==> src/rtl/ascii_rx_sched_pkg.sv <==
// Shared types and constants for the serial-RX scheduler: FSM states, ASCII codes,
// status bit positions and the playback LF->CR mapping.
package ascii_rx_pkg;

   typedef enum logic [2:0] {IDLE, FETCH, WAIT, LOAD, HOLD, GAP} state_e;

   localparam logic [7:0] ASCII_LF = 8'h0A;
   localparam logic [7:0] ASCII_CR = 8'h0D;

   localparam int STAT_RDY = 7;
   localparam int STAT_OVR = 6;

   function automatic logic [7:0] xlate_lf(input logic [7:0] c, input logic en);
      return (en && (c == ASCII_LF)) ? ASCII_CR : c;
   endfunction

endpackage

==> src/rtl/ascii_rx_sched_gap_timer.sv <==
// Loadable down-counter pacing playback; holds at zero until reloaded.
module gap_timer #(
   parameter int W = 17
) (
   input  logic         clock_in,
   input  logic         rst,
   input  logic         load,
   input  logic [W-1:0] value,
   output logic         zero
);

   logic [W-1:0] cnt_q, cnt_d;

   always_comb begin
      cnt_d = cnt_q;
      if (load)
         cnt_d = value;
      else if (cnt_q != '0)
         cnt_d = cnt_q - W'(1);
   end

   always_ff @(posedge clock_in or posedge rst) begin
      if (rst)
         cnt_q <= '0;
      else
         cnt_q <= cnt_d;
   end

   assign zero = (cnt_q == '0);

endmodule

==> src/rtl/ascii_rx_sched.sv <==
// Arbitrates the CPU serial-RX register between live UART bytes and paced text-buffer playback.
//  state | meaning
//  IDLE  | no playback
//  FETCH | buffer read strobe at ptr
//  WAIT  | buffer data returns, captured into pend
//  LOAD  | pend waits for an empty holding register
//  HOLD  | playback char waits for the CPU data read
//  GAP   | post-read pacing delay
module ascii_rx_sched
   import ascii_rx_pkg::*;
#(
   parameter int ADDR_W       = 16,
   parameter int CHAR_GAP     = 4000,
   parameter int LINE_GAP     = 100000,
   parameter bit TRANSLATE_LF = 1'b1
) (
   input  logic              clock_in,
   input  logic              rst,
   input  logic              uart_valid,
   input  logic [7:0]        uart_data,
   input  logic              play_start,
   input  logic [ADDR_W-1:0] play_last,
   input  logic              play_abort,
   output logic              buf_rd,
   output logic [ADDR_W-1:0] buf_addr,
   input  logic [7:0]        buf_data,
   input  logic              cs,
   input  logic              address,
   output logic [7:0]        dout,
   output logic              play_busy,
   output logic              overrun
);

   localparam int GAP_MAX = (CHAR_GAP > LINE_GAP) ? CHAR_GAP : LINE_GAP;
   localparam int TW      = $clog2(GAP_MAX + 1);

   state_e            state_q, state_d;
   logic [ADDR_W-1:0] ptr_q, ptr_d, last_q, last_d;
   logic [7:0]        pend_q, pend_d, hold_q, hold_d, dout_q, dout_d;
   logic              rdy_q, rdy_d, overrun_q, overrun_d;
   logic              rd_data, free, pb_load, tmr_load, tmr_zero;
   logic [TW-1:0]     tmr_value;
   logic [7:0]        status;

   assign rd_data   = cs && !address;
   // A data read in the same cycle frees the register for a simultaneous live byte.
   assign free      = !rdy_q || rd_data;
   assign pb_load   = (state_q == LOAD) && !rdy_q && !uart_valid && !play_abort;
   assign tmr_value = (pend_q == ASCII_CR) ? TW'(LINE_GAP) : TW'(CHAR_GAP);

   gap_timer #(.W(TW)) u_gap_timer (
      .clock_in (clock_in),
      .rst      (rst),
      .load     (tmr_load),
      .value    (tmr_value),
      .zero     (tmr_zero)
   );

   always_comb begin
      hold_d    = hold_q;
      rdy_d     = rdy_q;
      overrun_d = overrun_q && !rd_data;
      dout_d    = dout_q;
      status    = 8'h00;
      status[STAT_RDY] = rdy_q;
      status[STAT_OVR] = overrun_q;
      if (cs)
         dout_d = address ? status : hold_q;
      if (uart_valid) begin
         if (free) begin
            hold_d = uart_data;
            rdy_d  = 1'b1;
         end else begin
            overrun_d = 1'b1;
         end
      end else if (pb_load) begin
         hold_d = pend_q;
         rdy_d  = 1'b1;
      end else if (rd_data) begin
         rdy_d = 1'b0;
      end
   end

   always_comb begin
      state_d  = state_q;
      ptr_d    = ptr_q;
      last_d   = last_q;
      pend_d   = pend_q;
      tmr_load = 1'b0;
      case (state_q)
         IDLE: if (play_start && !play_abort) begin
            ptr_d   = '0;
            last_d  = play_last;
            state_d = FETCH;
         end
         FETCH: state_d = WAIT;
         WAIT: begin
            pend_d  = xlate_lf(buf_data, TRANSLATE_LF);
            state_d = LOAD;
         end
         LOAD: if (pb_load) state_d = HOLD;
         HOLD: if (rd_data) begin
            tmr_load = 1'b1;
            state_d  = GAP;
         end
         GAP: if (tmr_zero) begin
            // Equality stop, so play_last at the top of the address space never wraps.
            if (ptr_q == last_q) begin
               state_d = IDLE;
            end else begin
               ptr_d   = ptr_q + ADDR_W'(1);
               state_d = FETCH;
            end
         end
         default: state_d = IDLE;
      endcase
      if (play_abort)
         state_d = IDLE;
   end

   always_ff @(posedge clock_in or posedge rst) begin
      if (rst) begin
         state_q   <= IDLE;
         ptr_q     <= '0;
         last_q    <= '0;
         pend_q    <= 8'h00;
         hold_q    <= 8'h00;
         dout_q    <= 8'h00;
         rdy_q     <= 1'b0;
         overrun_q <= 1'b0;
      end else begin
         state_q   <= state_d;
         ptr_q     <= ptr_d;
         last_q    <= last_d;
         pend_q    <= pend_d;
         hold_q    <= hold_d;
         dout_q    <= dout_d;
         rdy_q     <= rdy_d;
         overrun_q <= overrun_d;
      end
   end

   assign buf_rd    = (state_q == FETCH);
   assign buf_addr  = ptr_q;
   assign play_busy = (state_q != IDLE);
   assign dout      = dout_q;
   assign overrun   = overrun_q;

endmodule

==> config.mk <==
export PLATFORM = sky130hd
export DESIGN_NAME = ascii_rx_sched
export DESIGN_NICKNAME = d
export VERILOG_FILES = /design/src/rtl/ascii_rx_sched_pkg.sv /design/src/rtl/ascii_rx_sched_gap_timer.sv /design/src/rtl/ascii_rx_sched.sv
export SDC_FILE = /design/constraint.sdc
export NUM_CORES = 1
export LEC_CHECK = 0
export BUFFER_PORTS_ARGS = -buffer_cell sky130_fd_sc_hd__buf_2
export CORE_MARGIN = 2
export CORE_UTILIZATION = 30
export DETAILED_ROUTE_END_ITERATION = 8
export GPL_ROUTABILITY_DRIVEN = 0
export HOLD_SLACK_MARGIN = 0.12
export PLACE_DENSITY = 0.54
export REMOVE_ABC_BUFFERS = 1
export SLEW_MARGIN = 0
export SYNTH_ARGS = -nofsm -noshare
export SYNTH_HDL_FRONTEND = slang
export SYNTH_SLANG_ARGS = --single-unit
export TNS_END_PERCENT = 20
==> constraint.sdc <==
create_clock -name clock_in -period 3.2 [get_ports clock_in]
set_input_delay 0.64 -clock clock_in [delete_from_list [all_inputs] [get_ports clock_in]]
set_output_delay 0.64 -clock clock_in [all_outputs]
set_load 0.01 [all_outputs]
# Word level (Yosys, flattened, before mapping)

Cells that the tools add are included.

RAM bits: 0
Output and inout port bits: 27
Memory bits (read-only): 0
Word-level logic and storage cells: 79
Bits in latches: 0
Register bits: 78
Memories kept: 0

Order comparisons: 0
Mux-type cells: 27
Div/mod/pow operators: 0
Bitwise operators: 0
Add/sub/neg operators: 2
Equality and inequality tests: 16
Shift operators: 0
Reduce and logical (&&, ||, !) cells: 25
Multiply operators: 0

Operators with widths:

| operator                                             | count |
|---|---|
| 2-to-1 mux 17 bit                                    | 3 |
| 2-to-1 mux 16 bit                                    | 3 |
| 2-to-1 mux 8 bit                                     | 5 |
| case mux 16 bit (2 select lines)                     | 1 |
| case mux 3 bit (6 select lines)                      | 1 |
| zero test 17 bit                                     | 1 |
| nonzero test 17 bit                                  | 1 |
| subtractor 17 x 1 -> 17 bit (second input constant)  | 1 |
| adder 16 x 1 -> 16 bit (second input constant)       | 1 |
| equality test 16 bit                                 | 1 |
| equality test 8 x 4 -> 1 bit (second input constant) | 2 |
| 2-to-1 mux 3 bit                                     | 5 |
| inequality test 3 bit (second input constant)        | 4 |
| 2-to-1 mux 1 bit                                     | 9 |
| AND reduction 4 bit                                  | 2 |
| equality test 3 x 2 -> 1 bit (second input constant) | 2 |
| equality test 3 bit (second input constant)          | 2 |
| logical AND 1 bit                                    | 6 |
| inequality test 2 bit (second input constant)        | 3 |
| AND reduction 2 bit                                  | 3 |
| nonzero test 2 bit                                   | 3 |
| nonzero test 3 bit                                   | 2 |
| zero test 1 bit                                      | 5 |
| equality test 3 x 1 -> 1 bit (second input constant) | 1 |
| 3 further kinds                                      | 3 |

# Longest topological paths before layout

Gate-level depths: netlist (run 1).

Depth in word-level cells: 7
Mapped depth: 9
Gate-level depth less buffers: 8

# Modules after synthesis

A second synthesis (run 1) with hierarchy kept.

Cells, all modules: 427
Area total of the unflattened synthesis: 4067.7 sq um

Modules (own cells, without submodules):

| module         | times used | seq. area each (sq um) | cells an instance | area each (sq um) |
|---|---|---|---|---|
| ascii_rx_sched | 1          | 1526.5                 | 318               | 3005.4 |
| gap_timer      | 1          | 425.4                  | 109               | 1062.3 |

# Worst setup path after synthesis (run 1)

Ideal clock, no wire load.

Path type: flip-flop to flip-flop
Start point: reg u_gap_timer.cnt_q[0]
End point: reg ptr_q[14] (netlist: buf_addr[14])
Stages on the path, launching flop included: 9
Arrival: 1859 ps
Setup slack: 1222 ps
Clock period less this slack: 1978 ps
Buffers on the path: 0
Path through: dfrtp_1 > inv_1 > ha_1 > nor4b_2 > nand4_4 > nor3_2 > nand3_1 > o31a_1 > o21a_1

Word-level cells in the longest chain between the ends: 3

RTL lines:

| item                                   | RTL line                       | text |
|---|---|---|
| from (decl)                            | ascii_rx_sched_gap_timer.sv:12 | `logic [W-1:0] cnt_q, cnt_d;` |
| from (signal assigned)                 | ascii_rx_sched_gap_timer.sv:26 | `cnt_q <= cnt_d;` |
| zero test 17 bit                       | ascii_rx_sched_gap_timer.sv:29 | `assign zero = (cnt_q == '0);` |
| inequality test 2 bit (no source line) | -                              |  |
| AND reduction 4 bit (no source line)   | -                              |  |
| to (signal assigned)                   | ascii_rx_sched.sv:133          | `ptr_q <= ptr_d;` |
| to (decl)                              | ascii_rx_sched.sv:38           | `logic [ADDR_W-1:0] ptr_q, ptr_d, last_q, last_d;` |

No other way between the ends.
A chain may end at the register's enable or synchronous reset.

# Worst setup path after layout (run 1)

Ends and elaborated chain as after synthesis.

==> impl_results.html, run 1 <==
<table>
<tr><th>Metric</th><th>Value</th></tr>
<tr><th colspan="2">Timing</th></tr>
<tr><td>Fmax</td><td>426.7 MHz</td></tr>
<tr><td>Final worst hold slack</td><td>0.3399 ns</td></tr>
<tr><td>Least-Margin Pin Slew</td><td>0.8382 ns</td></tr>
<tr><td>Setup Skew</td><td>0.006030 ns</td></tr>
<tr><td>Post-layout minimum cycle time</td><td>2.343 ns</td></tr>
<tr><td>Final setup violation count</td><td>0</td></tr>
<tr><td>Count of final hold-check violations</td><td>0</td></tr>
<tr><td>Setup Total Neg Slack</td><td>0 ns</td></tr>
<tr><td>Unrepaired setup endpoints after global routing</td><td>no</td></tr>
<tr><td>Pins over their slew limit</td><td>0</td></tr>
<tr><td>Worst max-slew margin expressed relative to the limit</td><td>0.4374</td></tr>
<tr><td>Period utilisation layout</td><td>0.7323</td></tr>
<tr><th colspan="2">Yosys</th></tr>
<tr><td>Fraction of the mapped netlist area in simple logic gates</td><td>0.2565</td></tr>
<tr><td>Cell variety after synth</td><td>51</td></tr>
<tr><td>YS warnings</td><td>0</td></tr>
<tr><td>Adder-Cell Fraction of Synth Area</td><td>0.009384</td></tr>
<tr><td>Combinational family with the most area after synthesis</td><td>simple AND/OR/NAND/NOR gates</td></tr>
<tr><td>Portion of netlist area occupied by mux cells</td><td>0.04692</td></tr>
<tr><td>Synthesized instance count</td><td>419</td></tr>
<tr><td>Netlist Area Pre-Place</td><td>0.004000 mm2</td></tr>
<tr><td>Post-synthesis share of cell area spent on xor and xnor gates</td><td>0.06569</td></tr>
<tr><td>Count of state elements after synthesis</td><td>78</td></tr>
<tr><td>Sequential share of the synthesized area</td><td>0.4880</td></tr>
<tr><td>Compound-Gate Fraction of Synth Area</td><td>0.1045</td></tr>
<tr><td>Post-synthesis area per instance</td><td>9.547 um2</td></tr>
<tr><th colspan="2">Critical path</th></tr>
<tr><td>Critical Path Start Type</td><td>flip-flop</td></tr>
<tr><td>End of the worst register-to-register path</td><td>buf_addr[14]$_DFFE_PP0P_</td></tr>
<tr><td>Max incr delay on CP</td><td>0.38 ns</td></tr>
<tr><td>Startpoint of the worst register-to-register path</td><td>u_gap_timer.cnt_q[0]$_DFFE_PP0P_</td></tr>
<tr><td>Required time at the worst-slack endpoint</td><td>3.43 ns</td></tr>
<tr><td>Arrival time at the worst endpoint</td><td>2.57 ns</td></tr>
<tr><td>Highest fanout seen on the critical path</td><td>16</td></tr>
<tr><td>Category of cells accounting for the largest share of critical-path delay</td><td>simple AND/OR/NAND/NOR gates</td></tr>
<tr><td>Worst reg2reg path depth</td><td>8</td></tr>
<tr><td>Kind of end point of the critical path</td><td>flip-flop</td></tr>
<tr><td>Flop-to-flop setup slack</td><td>0.86 ns</td></tr>
<tr><td>Critical path class</td><td>flip-flop to flip-flop</td></tr>
<tr><td>Worst-path cell chain</td><td>inv_1 &gt; ha_1 &gt; nor4b_2 &gt; nand4_4 &gt; nor3_2 &gt; nand3_1 &gt; o31a_1 &gt; o21a_1</td></tr>
<tr><td>Buffers &amp; Inverters on Critical Path</td><td>1</td></tr>
<tr><td>Critical Path Slowest Stage Cell</td><td>sky130_fd_sc_hd__dfrtp_1</td></tr>
<tr><th colspan="2">Layout</th></tr>
<tr><td>Filler Cells Inserted</td><td>1363</td></tr>
<tr><td>Most common cell after layout, fill and taps aside</td><td>sky130_fd_sc_hd__nand2_1</td></tr>
<tr><td>Post-layout net count</td><td>526</td></tr>
<tr><td>Antenna Diode Count</td><td>0</td></tr>
<tr><td>Area grow syn2layout</td><td>22.74%</td></tr>
<tr><td>Share of post-route cells with drive strength above 1</td><td>0.2270</td></tr>
<tr><td>Commonest non-fill, non-tap cells in the layout</td><td>sky130_fd_sc_hd__nand2_1 (87), sky130_fd_sc_hd__dfrtp_1 (78), sky130_fd_sc_hd__buf_2 (65)</td></tr>
<tr><th colspan="2">Power and ir drop</th></tr>
<tr><td>Switching portion of total power</td><td>0.2737</td></tr>
<tr><td>Cell internal power dissipation</td><td>2.380 mW</td></tr>
<tr><td>Pleak</td><td>2.285 nW</td></tr>
<tr><td>Clk pwr share</td><td>0.411</td></tr>
<tr><td>Net switching power</td><td>0.8966 mW</td></tr>
<tr><td>Highest ir drop seen on vdd</td><td>0.0003983 V</td></tr>
<tr><td>Logic pwr share</td><td>0.162</td></tr>
<tr><td>Pwr per Cell Area</td><td>667.3 mW/mm2</td></tr>
<tr><td>Part of the total power dissipated in sequential elements</td><td>0.426</td></tr>
<tr><th colspan="2">GRT</th></tr>
<tr><td>Wire length of the first global-routing pass</td><td>15810 um</td></tr>
<tr><td>Number of global-route vias before repair</td><td>3052</td></tr>
<tr><td>GRT Residual Overflow</td><td>0</td></tr>
<tr><td>Gr usage total</td><td>0.1401</td></tr>
<tr><td>Pin count of the biggest net entering global routing</td><td>31</td></tr>
<tr><td>Antenna violations before repair</td><td>0</td></tr>
<tr><th colspan="2">CTS</th></tr>
<tr><td>Post-cts sizing count</td><td>0</td></tr>
<tr><td>Num CTS Buffers</td><td>9</td></tr>
<tr><td>Buffer levels on the longest clock path</td><td>2</td></tr>
<tr><td>Count of buffers added by post-CTS timing repair for setup</td><td>0</td></tr>
<tr><td>Buffer type at the clock tree root</td><td>sky130_fd_sc_hd__clkbuf_16</td></tr>
<tr><td>Count of hold buffers inserted by post-cts repair</td><td>0</td></tr>
<tr><td>CTS H-tree depth</td><td>3</td></tr>
<tr><td>Clock insertion delay at the later pin of the skew report</td><td>0.34 ns</td></tr>
<tr><td>Clock sink total</td><td>78</td></tr>
<tr><td>CTS tree</td><td>yes</td></tr>
<tr><td>Post-CTS clock slew at the launch and capture registers of the worst setup and hold paths</td><td>0.06 ns</td></tr>
<tr><th colspan="2">Floorplan</th></tr>
<tr><td>Die outline height</td><td>119.5 um</td></tr>
<tr><td>Area enclosed by the die boundary</td><td>0.01427 mm2</td></tr>
<tr><td>Rows</td><td>42</td></tr>
<tr><td>Initial standard-cell utilization of the core</td><td>0.3045</td></tr>
<tr><td>Horizontal die dimension</td><td>119.5 um</td></tr>
<tr><td>Area of the placeable core</td><td>0.01314 mm2</td></tr>
<tr><td>I/O Pins</td><td>66</td></tr>
<tr><th colspan="2">Outcome</th></tr>
<tr><td>Result of the run</td><td>finished, final reports clean</td></tr>
<tr><th colspan="2">Route</th></tr>
<tr><td>Vias per cell</td><td>4.792</td></tr>
<tr><td>First DRT Iteration DRCs</td><td>123</td></tr>
<tr><td>Overall routed net length</td><td>9203 um</td></tr>
<tr><td>Residual DRC</td><td>0</td></tr>
<tr><td>Detailed-routing iteration count for the pre-antenna-repair pass</td><td>4</td></tr>
<tr><td>Antenna viol nets, final</td><td>0</td></tr>
<tr><td>Wire per inst</td><td>13.84 um</td></tr>
<tr><td>Via Count</td><td>3187</td></tr>
<tr><th colspan="2">Placement</th></tr>
<tr><td>Final HPWL DP</td><td>6716 um</td></tr>
<tr><td>Total of buffers placed on input and output ports</td><td>65</td></tr>
<tr><th colspan="2">Worst hold path</th></tr>
<tr><td>Min-Delay Path Class</td><td>input port to asynchronous set/reset pin</td></tr>
<tr><th colspan="2">Flow run</th></tr>
<tr><td>Total of max-cap violations</td><td>0</td></tr>
</table>
routing by layer:
metal  wire length [um]  vias to the layer above  GRT usage
met1               4453                     1514     0.1944
met5                  0                        -          0
met4                200                        0    0.05515
li1                   -                     1590          -
met3                361                       16    0.03831
met2               4187                       67     0.2071
final cells by class:
class | instances | area, um2 | share of cell area
Timing Repair Buffer | 70 | 362.8 | 0.07390
Sequential cell | 78 | 1952 | 0.3976
Inverter | 13 | 48.80 | 0.009939
Multi-Input combinational cell | 312 | 1932 | 0.3935
Clock buffer | 9 | 225.2 | 0.04587
Clock inverter | 7 | 168.9 | 0.03440
Tap cell | 176 | 220.2 | 0.04485
sequential cells by signal, indices dropped and copies added, names as in the netlist:
signal and flops:
overrun 1, rdy_q 1, last_q 16, dout 8, hold_q 8, buf_addr 16
pend_q 8, state_q 3, u_gap_timer.cnt_q 17
power by group through the flow:
stage                     clock network [mW]  logic (mW)  registers, mW
after floorplan                            0       0.383           1.38
after global placement                     0       0.528           1.41
after detailed placement                   0       0.543           1.41
after CTS                               1.37       0.542           1.40
after global routing                    1.43       0.618           1.43
final                                   1.35       0.532           1.40
cell usage after synthesis, drive strengths merged:
cell type	instances	share of area
nand2	87	0.082
dfrtp	78	0.49
nor2	31	0.030
o21ai	30	0.038
xor2	23	0.050
nand3	17	0.023
nor4	14	0.036
inv	13	0.012
mux2i	12	0.030
a21oi	10	0.013
clkbuf	9	0.0084
nor3	8	0.013
buf	7	0.0084
xnor2	7	0.015
and2	6	0.0094
mux2	6	0.017
a31oi	5	0.0078
nand4	5	0.013
o31ai	5	0.0094
or4	5	0.010
and4	4	0.0088
nand2b	4	0.0063
a21o	3	0.0056
a22o	3	0.0066
ha	3	0.0094
nor2b	3	0.0047
o41ai	3	0.0066
or3	3	0.0047
a211oi	2	0.0038
and3	2	0.0031
nor3b	2	0.0063
o22a	2	0.0044
a221oi	1	0.0038
nand3b	1	0.0019
nor4b	1	0.0038
o21a	1	0.0019
o22ai	1	0.0016
o31a	1	0.0022
or2	1	0.0016
metrics by stage:
| stage | instances | total power [mW] | cell area (um2) | utilization | setup slack (ns) |
|---|---|---|---|---|---|
| global route | 665 | 3.477 | 4910 | 0.3737 | 0.6437 |
| floorplan | 403 | 1.759 | 3933 | - | 0.5650 |
| finish | 665 | 3.276 | 4910 | 0.3737 | 0.8567 |
| CTS | 665 | 3.312 | 4910 | 0.3737 | 0.8253 |
| global placement | 649 | 1.934 | 4516 | 0.3437 | 0.8654 |
| detailed placement | 649 | 1.957 | 4516 | 0.3437 | 0.8156 |
worst max path at each step:
stage,slack [ns],end,start,depth (start not counted)
4_1_cts,0.83,buf_addr[14]$_DFFE_PP0P_,u_gap_timer.cnt_q[0]$_DFFE_PP0P_,8
2_1_floorplan,0.56,buf_addr[0]$_DFFE_PP0P_,rst,1
3_5_place_dp,0.82,u_gap_timer.cnt_q[11]$_DFFE_PP0P_,cs,8
3_3_place_gp,0.87,u_gap_timer.cnt_q[11]$_DFFE_PP0P_,cs,8
6_report,0.86,buf_addr[14]$_DFFE_PP0P_,u_gap_timer.cnt_q[0]$_DFFE_PP0P_,8
5_1_grt,0.64,buf_addr[14]$_DFFE_PP0P_,u_gap_timer.cnt_q[0]$_DFFE_PP0P_,8
logic make-up (layout without fill, tap and decap cells):
kind of cell / after synthesis / in the layout
flip-flops: 78 / 78
adder cells (fa/ha/maj): 3 / 3
XOR/XNOR: 30 / 30
multiplexers: 18 / 18
buffers and inverters: 29 / 99
AO/OA/AOI/OAI: 67 / 67
AND/OR/NAND/NOR: 194 / 194
Note: power is estimated with default switching activity, not from simulation.
==> run 2, diff against run 1 <==
==> constraint.sdc (replaced) <==
create_clock -name clock_in -period 2.5 [get_ports clock_in]
set_input_delay 0.5 -clock clock_in [delete_from_list [all_inputs] [get_ports clock_in]]
set_output_delay 0.5 -clock clock_in [all_outputs]
set_load 0.01 [all_outputs]
==> impl_results.html, run 2 (synthesis results as in run 1) <==
<table>
<tr><th>Metric</th><th>Value</th></tr>
<tr><th colspan="2">Critical path</th></tr>
<tr><td>Arrival time at the worst endpoint</td><td>2.45 ns</td></tr>
<tr><td>Critical Path Slowest Stage Cell</td><td>sky130_fd_sc_hd__dfrtp_1</td></tr>
<tr><td>Critical path class</td><td>flip-flop to flip-flop</td></tr>
<tr><td>Worst-path cell chain</td><td>inv_1 &gt; ha_1 &gt; nor4b_2 &gt; nand4_4 &gt; nor3_2 &gt; nand3_1 &gt; o31a_1 &gt; o21a_1</td></tr>
<tr><td>Kind of end point of the critical path</td><td>flip-flop</td></tr>
<tr><td>Critical Path Start Type</td><td>flip-flop</td></tr>
<tr><td>Max incr delay on CP</td><td>0.39 ns</td></tr>
<tr><td>Highest fanout seen on the critical path</td><td>11</td></tr>
<tr><td>Buffers &amp; Inverters on Critical Path</td><td>1</td></tr>
<tr><td>Required time at the worst-slack endpoint</td><td>2.73 ns</td></tr>
<tr><td>Category of cells accounting for the largest share of critical-path delay</td><td>simple AND/OR/NAND/NOR gates</td></tr>
<tr><th colspan="2">Power and ir drop</th></tr>
<tr><td>Net switching power</td><td>1.111 mW</td></tr>
<tr><td>Cell internal power dissipation</td><td>2.742 mW</td></tr>
<tr><td>Part of the total power dissipated in sequential elements</td><td>0.462</td></tr>
<tr><td>Switching portion of total power</td><td>0.2884</td></tr>
<tr><td>Clk pwr share</td><td>0.355</td></tr>
<tr><td>Pleak</td><td>2.348 nW</td></tr>
<tr><td>Highest ir drop seen on vdd</td><td>0.0003544 V</td></tr>
<tr><td>Logic pwr share</td><td>0.183</td></tr>
<tr><td>Pwr per Cell Area</td><td>773.5 mW/mm2</td></tr>
<tr><th colspan="2">GRT</th></tr>
<tr><td>GRT Residual Overflow</td><td>0</td></tr>
<tr><td>Pin count of the biggest net entering global routing</td><td>45</td></tr>
<tr><td>Wire length of the first global-routing pass</td><td>15930 um</td></tr>
<tr><td>Antenna violations before repair</td><td>0</td></tr>
<tr><td>Gr usage total</td><td>0.1402</td></tr>
<tr><td>Number of global-route vias before repair</td><td>3295</td></tr>
<tr><th colspan="2">Layout</th></tr>
<tr><td>Antenna Diode Count</td><td>0</td></tr>
<tr><td>Most common cell after layout, fill and taps aside</td><td>sky130_fd_sc_hd__nand2_1</td></tr>
<tr><td>Filler Cells Inserted</td><td>1340</td></tr>
<tr><td>Final instance area</td><td>0.004981 mm2</td></tr>
<tr><td>Number of flip-flops under the largest register name</td><td>17</td></tr>
<tr><td>Post-layout net count</td><td>544</td></tr>
<tr><td>Area grow syn2layout</td><td>24.52%</td></tr>
<tr><td>Commonest non-fill, non-tap cells in the layout</td><td>sky130_fd_sc_hd__nand2_1 (87), sky130_fd_sc_hd__dfrtp_1 (78), sky130_fd_sc_hd__buf_2 (65)</td></tr>
<tr><td>Register containing the most flip-flops in the final layout</td><td>u_gap_timer.cnt_q</td></tr>
<tr><td>Share of post-route cells with drive strength above 1</td><td>0.2544</td></tr>
<tr><th colspan="2">Worst hold path</th></tr>
<tr><td>Min-Delay Path Class</td><td>input port to asynchronous set/reset pin</td></tr>
<tr><th colspan="2">CTS</th></tr>
<tr><td>Clock insertion delay at the later pin of the skew report</td><td>0.34 ns</td></tr>
<tr><td>Post-CTS clock slew at the launch and capture registers of the worst setup and hold paths</td><td>0.06 ns</td></tr>
<tr><td>Buffer levels on the longest clock path</td><td>2</td></tr>
<tr><td>Count of buffers added by post-CTS timing repair for setup</td><td>0</td></tr>
<tr><td>Count of hold buffers inserted by post-cts repair</td><td>0</td></tr>
<tr><td>CTS H-tree depth</td><td>3</td></tr>
<tr><td>CTS tree</td><td>yes</td></tr>
<tr><td>Post-cts sizing count</td><td>0</td></tr>
<tr><td>Num CTS Buffers</td><td>9</td></tr>
<tr><td>Buffer type at the clock tree root</td><td>sky130_fd_sc_hd__clkbuf_16</td></tr>
<tr><td>Clock sink total</td><td>78</td></tr>
<tr><th colspan="2">Placement</th></tr>
<tr><td>Total of buffers placed on input and output ports</td><td>65</td></tr>
<tr><td>Area after detailed placement</td><td>0.004663 mm2</td></tr>
<tr><td>Final HPWL DP</td><td>6868 um</td></tr>
<tr><th colspan="2">Floorplan</th></tr>
<tr><td>I/O Pins</td><td>66</td></tr>
<tr><td>Area of the placeable core</td><td>0.01314 mm2</td></tr>
<tr><td>Area enclosed by the die boundary</td><td>0.01427 mm2</td></tr>
<tr><td>Initial standard-cell utilization of the core</td><td>0.3045</td></tr>
<tr><td>Rows</td><td>42</td></tr>
<tr><td>Horizontal die dimension</td><td>119.5 um</td></tr>
<tr><td>Die outline height</td><td>119.5 um</td></tr>
<tr><th colspan="2">Timing</th></tr>
<tr><td>Setup Skew</td><td>0.008229 ns</td></tr>
<tr><td>Unrepaired setup endpoints after global routing</td><td>no</td></tr>
<tr><td>Final setup violation count</td><td>0</td></tr>
<tr><td>Post-layout minimum cycle time</td><td>2.225 ns</td></tr>
<tr><td>Period utilisation layout</td><td>0.8900</td></tr>
<tr><td>Pins over their slew limit</td><td>0</td></tr>
<tr><td>Least-Margin Pin Slew</td><td>0.8689 ns</td></tr>
<tr><td>Worst max-slew margin expressed relative to the limit</td><td>0.4169</td></tr>
<tr><td>Setup Total Neg Slack</td><td>0 ns</td></tr>
<tr><td>Count of final hold-check violations</td><td>0</td></tr>
<tr><td>Fmax</td><td>449.4 MHz</td></tr>
<tr><th colspan="2">Route</th></tr>
<tr><td>First DRT Iteration DRCs</td><td>189</td></tr>
<tr><td>Detailed-routing iteration count for the pre-antenna-repair pass</td><td>4</td></tr>
<tr><td>Wire per inst</td><td>13.46 um</td></tr>
<tr><td>Vias per cell</td><td>4.736</td></tr>
<tr><td>Overall routed net length</td><td>9196 um</td></tr>
<tr><td>Antenna viol nets, final</td><td>0</td></tr>
<tr><td>Residual DRC</td><td>0</td></tr>
<tr><td>Via Count</td><td>3235</td></tr>
<tr><th colspan="2">Outcome</th></tr>
<tr><td>Result of the run</td><td>finished, final reports clean</td></tr>
<tr><th colspan="2">Flow run</th></tr>
<tr><td>Total of max-cap violations</td><td>0</td></tr>
</table>
run 2: cell count changes in the layout (fill, tap and decap cells not counted):
| cell | previous run | this run |
|---|---|---|
| sky130_fd_sc_hd__buf_4 | 5 | 22 |
| sky130_fd_sc_hd__inv_6 | 0 | 1 |
| sky130_fd_sc_hd__clkbuf_8 | 0 | 3 |
| sky130_fd_sc_hd__buf_12 | 0 | 1 |
| sky130_fd_sc_hd__clkinv_2 | 0 | 1 |
| sky130_fd_sc_hd__inv_8 | 1 | 0 |
| sky130_fd_sc_hd__bufinv_16 | 5 | 1 |
run 2: final cells by class:
type / instances / area, um2 / share of cell area
timing repair buffer: 88 / 510.5 / 0.1025
inverter: 13 / 48.80 / 0.009797
sequential: 78 / 1952 / 0.3919
clock inverter: 4 / 51.30 / 0.01030
tap: 176 / 220.2 / 0.04421
clock buffer: 12 / 266.5 / 0.05350
multi-input combinational: 312 / 1932 / 0.3878
run 2: per-layer routing:
layer | up-vias | track usage | wire length, um
li1 | 1629 | - | -
met1 | 1535 | 0.1864 | 4442
met2 | 58 | 0.2168 | 4256
met3 | 13 | 0.03592 | 312
met4 | 0 | 0.05882 | 185
met5 | - | 0 | 0
run 2: worst paths after layout:
path	from	to	slack [ns]	depth (start not counted)
worst max-delay path	u_gap_timer.cnt_q[0]$_DFFE_PP0P_	buf_addr[14]$_DFFE_PP0P_	0.28	8
worst min-delay path	rst	dout[7]$_DFFE_PP0P_	0.12	2
worst max register to register	u_gap_timer.cnt_q[0]$_DFFE_PP0P_	buf_addr[14]$_DFFE_PP0P_	0.28	8
worst min register to register	hold_q[3]$_DFFE_PP0P_	hold_q[3]$_DFFE_PP0P_	0.48	2
max in group asynchronous	rst	state_q[2]$_DFFE_PP0P_	1.77	3
min in group clock_in	play_last[0]	last_q[0]$_DFFE_PP0P_	0.35	3
run 2: per-stage QoR:
step / instances / util / setup WS, ns / hold slack [ns] / power [mW]
finish: 683 / 0.3791 / 0.2750 / 0.1228 / 3.853
global route: 683 / 0.3791 / 0.07563 / 0.1364 / 4.112
CTS: 683 / 0.3791 / 0.2656 / 0.1209 / 3.911
detailed placement: 667 / 0.3550 / 0.2718 / 0.4739 / 2.521
global placement: 667 / 0.3550 / 0.3332 / 0.4689 / 2.494
floorplan: 403 / - / 0.004969 / 0.4492 / 2.251
run 2: power groups by stage:
stage | combinational, mW | clock (mW) | sequential (mW)
global route | 0.807 | 1.48 | 1.83
CTS | 0.721 | 1.41 | 1.78
finish | 0.704 | 1.37 | 1.78
detailed placement | 0.714 | 0 | 1.81
floorplan | 0.490 | 0 | 1.76
global placement | 0.701 | 0 | 1.79
==> run 3, diff against run 2 <==
--- a/config.mk
+++ b/config.mk
@@ -10,7 +10,6 @@
 export CORE_UTILIZATION = 30
 export DETAILED_ROUTE_END_ITERATION = 8
 export GPL_ROUTABILITY_DRIVEN = 0
-export HOLD_SLACK_MARGIN = 0.12
 export PLACE_DENSITY = 0.54
 export REMOVE_ABC_BUFFERS = 1
 export SLEW_MARGIN = 0
==> constraint.sdc (replaced) <==
create_clock -name clock_in -period 2.6 [get_ports clock_in]
set_input_delay 0.52 -clock clock_in [delete_from_list [all_inputs] [get_ports clock_in]]
set_output_delay 0.52 -clock clock_in [all_outputs]
set_load 0.01 [all_outputs]
==> impl_results.html, run 3 (synthesis results as in run 1) <==
<table>
<tr><th>Metric</th><th>Value</th></tr>
<tr><th colspan="2">Outcome</th></tr>
<tr><td>Result of the run</td><td>finished, final reports clean</td></tr>
<tr><th colspan="2">Floorplan</th></tr>
<tr><td>Rows</td><td>42</td></tr>
<tr><td>Area of the placeable core</td><td>0.01314 mm2</td></tr>
<tr><td>Die outline height</td><td>119.5 um</td></tr>
<tr><td>Horizontal die dimension</td><td>119.5 um</td></tr>
<tr><td>Initial standard-cell utilization of the core</td><td>0.3045</td></tr>
<tr><td>I/O Pins</td><td>66</td></tr>
<tr><td>Area enclosed by the die boundary</td><td>0.01427 mm2</td></tr>
<tr><th colspan="2">CTS</th></tr>
<tr><td>Buffer type at the clock tree root</td><td>sky130_fd_sc_hd__clkbuf_16</td></tr>
<tr><td>Count of hold buffers inserted by post-cts repair</td><td>0</td></tr>
<tr><td>Clock sink total</td><td>78</td></tr>
<tr><td>Clock insertion delay at the later pin of the skew report</td><td>0.34 ns</td></tr>
<tr><td>CTS tree</td><td>yes</td></tr>
<tr><td>Buffer levels on the longest clock path</td><td>2</td></tr>
<tr><td>Post-cts sizing count</td><td>0</td></tr>
<tr><td>Num CTS Buffers</td><td>9</td></tr>
<tr><td>Post-CTS clock slew at the launch and capture registers of the worst setup and hold paths</td><td>0.06 ns</td></tr>
<tr><td>CTS H-tree depth</td><td>3</td></tr>
<tr><td>Count of buffers added by post-CTS timing repair for setup</td><td>0</td></tr>
<tr><th colspan="2">Timing</th></tr>
<tr><td>Worst max-slew margin expressed relative to the limit</td><td>0.4098</td></tr>
<tr><td>Setup Skew</td><td>0.004892 ns</td></tr>
<tr><td>Fmax</td><td>423.9 MHz</td></tr>
<tr><td>Pins over their slew limit</td><td>0</td></tr>
<tr><td>Setup Total Neg Slack</td><td>0 ns</td></tr>
<tr><td>Unrepaired setup endpoints after global routing</td><td>no</td></tr>
<tr><td>Period utilisation layout</td><td>0.9073</td></tr>
<tr><td>Count of final hold-check violations</td><td>0</td></tr>
<tr><td>Final setup violation count</td><td>0</td></tr>
<tr><td>Least-Margin Pin Slew</td><td>0.8794 ns</td></tr>
<tr><td>Post-layout minimum cycle time</td><td>2.359 ns</td></tr>
<tr><th colspan="2">Critical path</th></tr>
<tr><td>Critical Path Slowest Stage Cell</td><td>sky130_fd_sc_hd__dfrtp_1</td></tr>
<tr><td>Worst-path cell chain</td><td>inv_1 &gt; ha_1 &gt; nor4b_2 &gt; nand4_4 &gt; nor3_4 &gt; nand3_1 &gt; o31a_1 &gt; o21a_1</td></tr>
<tr><td>Worst reg2reg path depth</td><td>8</td></tr>
<tr><td>Kind of end point of the critical path</td><td>flip-flop</td></tr>
<tr><td>Critical Path Start Type</td><td>flip-flop</td></tr>
<tr><td>Critical path class</td><td>flip-flop to flip-flop</td></tr>
<tr><td>Arrival time at the worst endpoint</td><td>2.59 ns</td></tr>
<tr><td>Required time at the worst-slack endpoint</td><td>2.83 ns</td></tr>
<tr><td>Category of cells accounting for the largest share of critical-path delay</td><td>simple AND/OR/NAND/NOR gates</td></tr>
<tr><td>Buffers &amp; Inverters on Critical Path</td><td>1</td></tr>
<tr><td>Highest fanout seen on the critical path</td><td>16</td></tr>
<tr><td>Max incr delay on CP</td><td>0.39 ns</td></tr>
<tr><td>Total stage count of the critical path</td><td>8</td></tr>
<tr><th colspan="2">Power and ir drop</th></tr>
<tr><td>Pwr per Cell Area</td><td>786.9 mW/mm2</td></tr>
<tr><td>Highest ir drop seen on vdd</td><td>0.0004437 V</td></tr>
<tr><td>Pleak</td><td>2.362 nW</td></tr>
<tr><th colspan="2">Layout</th></tr>
<tr><td>Antenna Diode Count</td><td>0</td></tr>
<tr><td>Commonest non-fill, non-tap cells in the layout</td><td>sky130_fd_sc_hd__nand2_1 (87), sky130_fd_sc_hd__dfrtp_1 (78), sky130_fd_sc_hd__buf_2 (65)</td></tr>
<tr><td>Post-layout net count</td><td>538</td></tr>
<tr><td>Number of flip-flops under the largest register name</td><td>17</td></tr>
<tr><td>Non-filler cells, final</td><td>677</td></tr>
<tr><td>Most common cell after layout, fill and taps aside</td><td>sky130_fd_sc_hd__nand2_1</td></tr>
<tr><td>Final instance area</td><td>0.005007 mm2</td></tr>
<tr><td>Filler Cells Inserted</td><td>1369</td></tr>
<tr><td>Sequential cell area</td><td>0.001952 mm2</td></tr>
<tr><td>Total area of multi-input combinational cells</td><td>0.001938 mm2</td></tr>
<tr><td>Area grow syn2layout</td><td>25.18%</td></tr>
<tr><td>Register containing the most flip-flops in the final layout</td><td>u_gap_timer.cnt_q</td></tr>
<tr><td>Share of post-route cells with drive strength above 1</td><td>0.2455</td></tr>
<tr><td>Final design utilization</td><td>0.3811</td></tr>
<tr><th colspan="2">Route</th></tr>
<tr><td>Overall routed net length</td><td>9467 um</td></tr>
<tr><td>Wire per inst</td><td>13.98 um</td></tr>
<tr><td>Via Count</td><td>3263</td></tr>
<tr><td>Vias per cell</td><td>4.820</td></tr>
<tr><td>Residual DRC</td><td>0</td></tr>
<tr><td>Detailed-routing iteration count for the pre-antenna-repair pass</td><td>5</td></tr>
<tr><td>First DRT Iteration DRCs</td><td>179</td></tr>
<tr><td>Antenna viol nets, final</td><td>0</td></tr>
<tr><th colspan="2">GRT</th></tr>
<tr><td>Pin count of the biggest net entering global routing</td><td>32</td></tr>
<tr><td>Gr busiest metal</td><td>met2</td></tr>
<tr><td>Antenna violations before repair</td><td>0</td></tr>
<tr><td>Number of global-route vias before repair</td><td>3304</td></tr>
<tr><td>Met3 Usage GRT</td><td>0.03209</td></tr>
<tr><td>Gr usage total</td><td>0.1464</td></tr>
<tr><td>Met2 usage in global routing</td><td>0.2268</td></tr>
<tr><td>Grt met1 use</td><td>0.1924</td></tr>
<tr><td>Wire length of the first global-routing pass</td><td>16550 um</td></tr>
<tr><td>GRT Residual Overflow</td><td>0</td></tr>
<tr><th colspan="2">Placement</th></tr>
<tr><td>Final HPWL DP</td><td>7127 um</td></tr>
<tr><td>Area after detailed placement</td><td>0.004631 mm2</td></tr>
<tr><td># placed instances</td><td>661</td></tr>
<tr><td>Total of buffers placed on input and output ports</td><td>65</td></tr>
<tr><th colspan="2">Flow run</th></tr>
<tr><td>Total of max-cap violations</td><td>0</td></tr>
<tr><th colspan="2">Worst hold path</th></tr>
<tr><td>Min-Delay Path Class</td><td>input port to asynchronous set/reset pin</td></tr>
</table>
-- run 3: cell count changes in the layout (fill, tap and decap cells not counted), sizes merged --
cell and change:
buf -6, bufinv +3, clkbuf -3
-- run 3: report_power, final --
part | switching (mW) | internal [mW] | leakage, nW | total [mW]
Combinational | 0.346 | 0.319 | 1.24 | 0.665
Sequential | 0.237 | 1.48 | 0.948 | 1.72
Clock | 0.518 | 1.04 | 0.176 | 1.56
Total | 1.10 | 2.84 | 2.36 | 3.94
-- run 3: worst paths after layout --
path                                                       start                       end  slack (ns)
worst max-delay path            u_gap_timer.cnt_q[0]$_DFFE_PP0P_  buf_addr[14]$_DFFE_PP0P_        0.24
worst min-delay path                                         rst       dout[5]$_DFFE_PP0P_        0.29
worst max register to register  u_gap_timer.cnt_q[0]$_DFFE_PP0P_  buf_addr[14]$_DFFE_PP0P_        0.24
worst min register to register             hold_q[3]$_DFFE_PP0P_     hold_q[3]$_DFFE_PP0P_        0.48
max in group asynchronous                                    rst    last_q[11]$_DFFE_PP0P_        1.72
min in group clock_in                               play_last[2]     last_q[2]$_DFFE_PP0P_        0.36
-- run 3: cell type report --
| cell class | instances | share of cell area |
|---|---|---|
| Tap cell | 176 | 0.04398 |
| Sequential cell | 78 | 0.3898 |
| Multi-Input combinational cell | 312 | 0.3871 |
| Clock buffer | 9 | 0.04498 |
| Timing Repair Buffer | 82 | 0.09545 |
| Clock inverter | 7 | 0.02899 |
| Inverter | 13 | 0.009745 |
-- run 3: metal layers --
metal / vias to the layer above / wire length [um]
met5: - / 0
met1: 1559 / 4243
met3: 16 / 412
met4: 0 / 250
met2: 73 / 4560
li1: 1615 / -
-- run 3: metrics by stage --
step / hold slack (ns) / worst slack, ns / power, mW
after floorplan: 0.4492 / 0.08497 / 2.164
after global placement: 0.4666 / 0.3432 / 2.386
after global routing: 0.3433 / 0.03644 / 4.185
after CTS: 0.3075 / 0.2113 / 4.002
after detailed placement: 0.4701 / 0.2273 / 2.420
final: 0.2889 / 0.2409 / 3.940
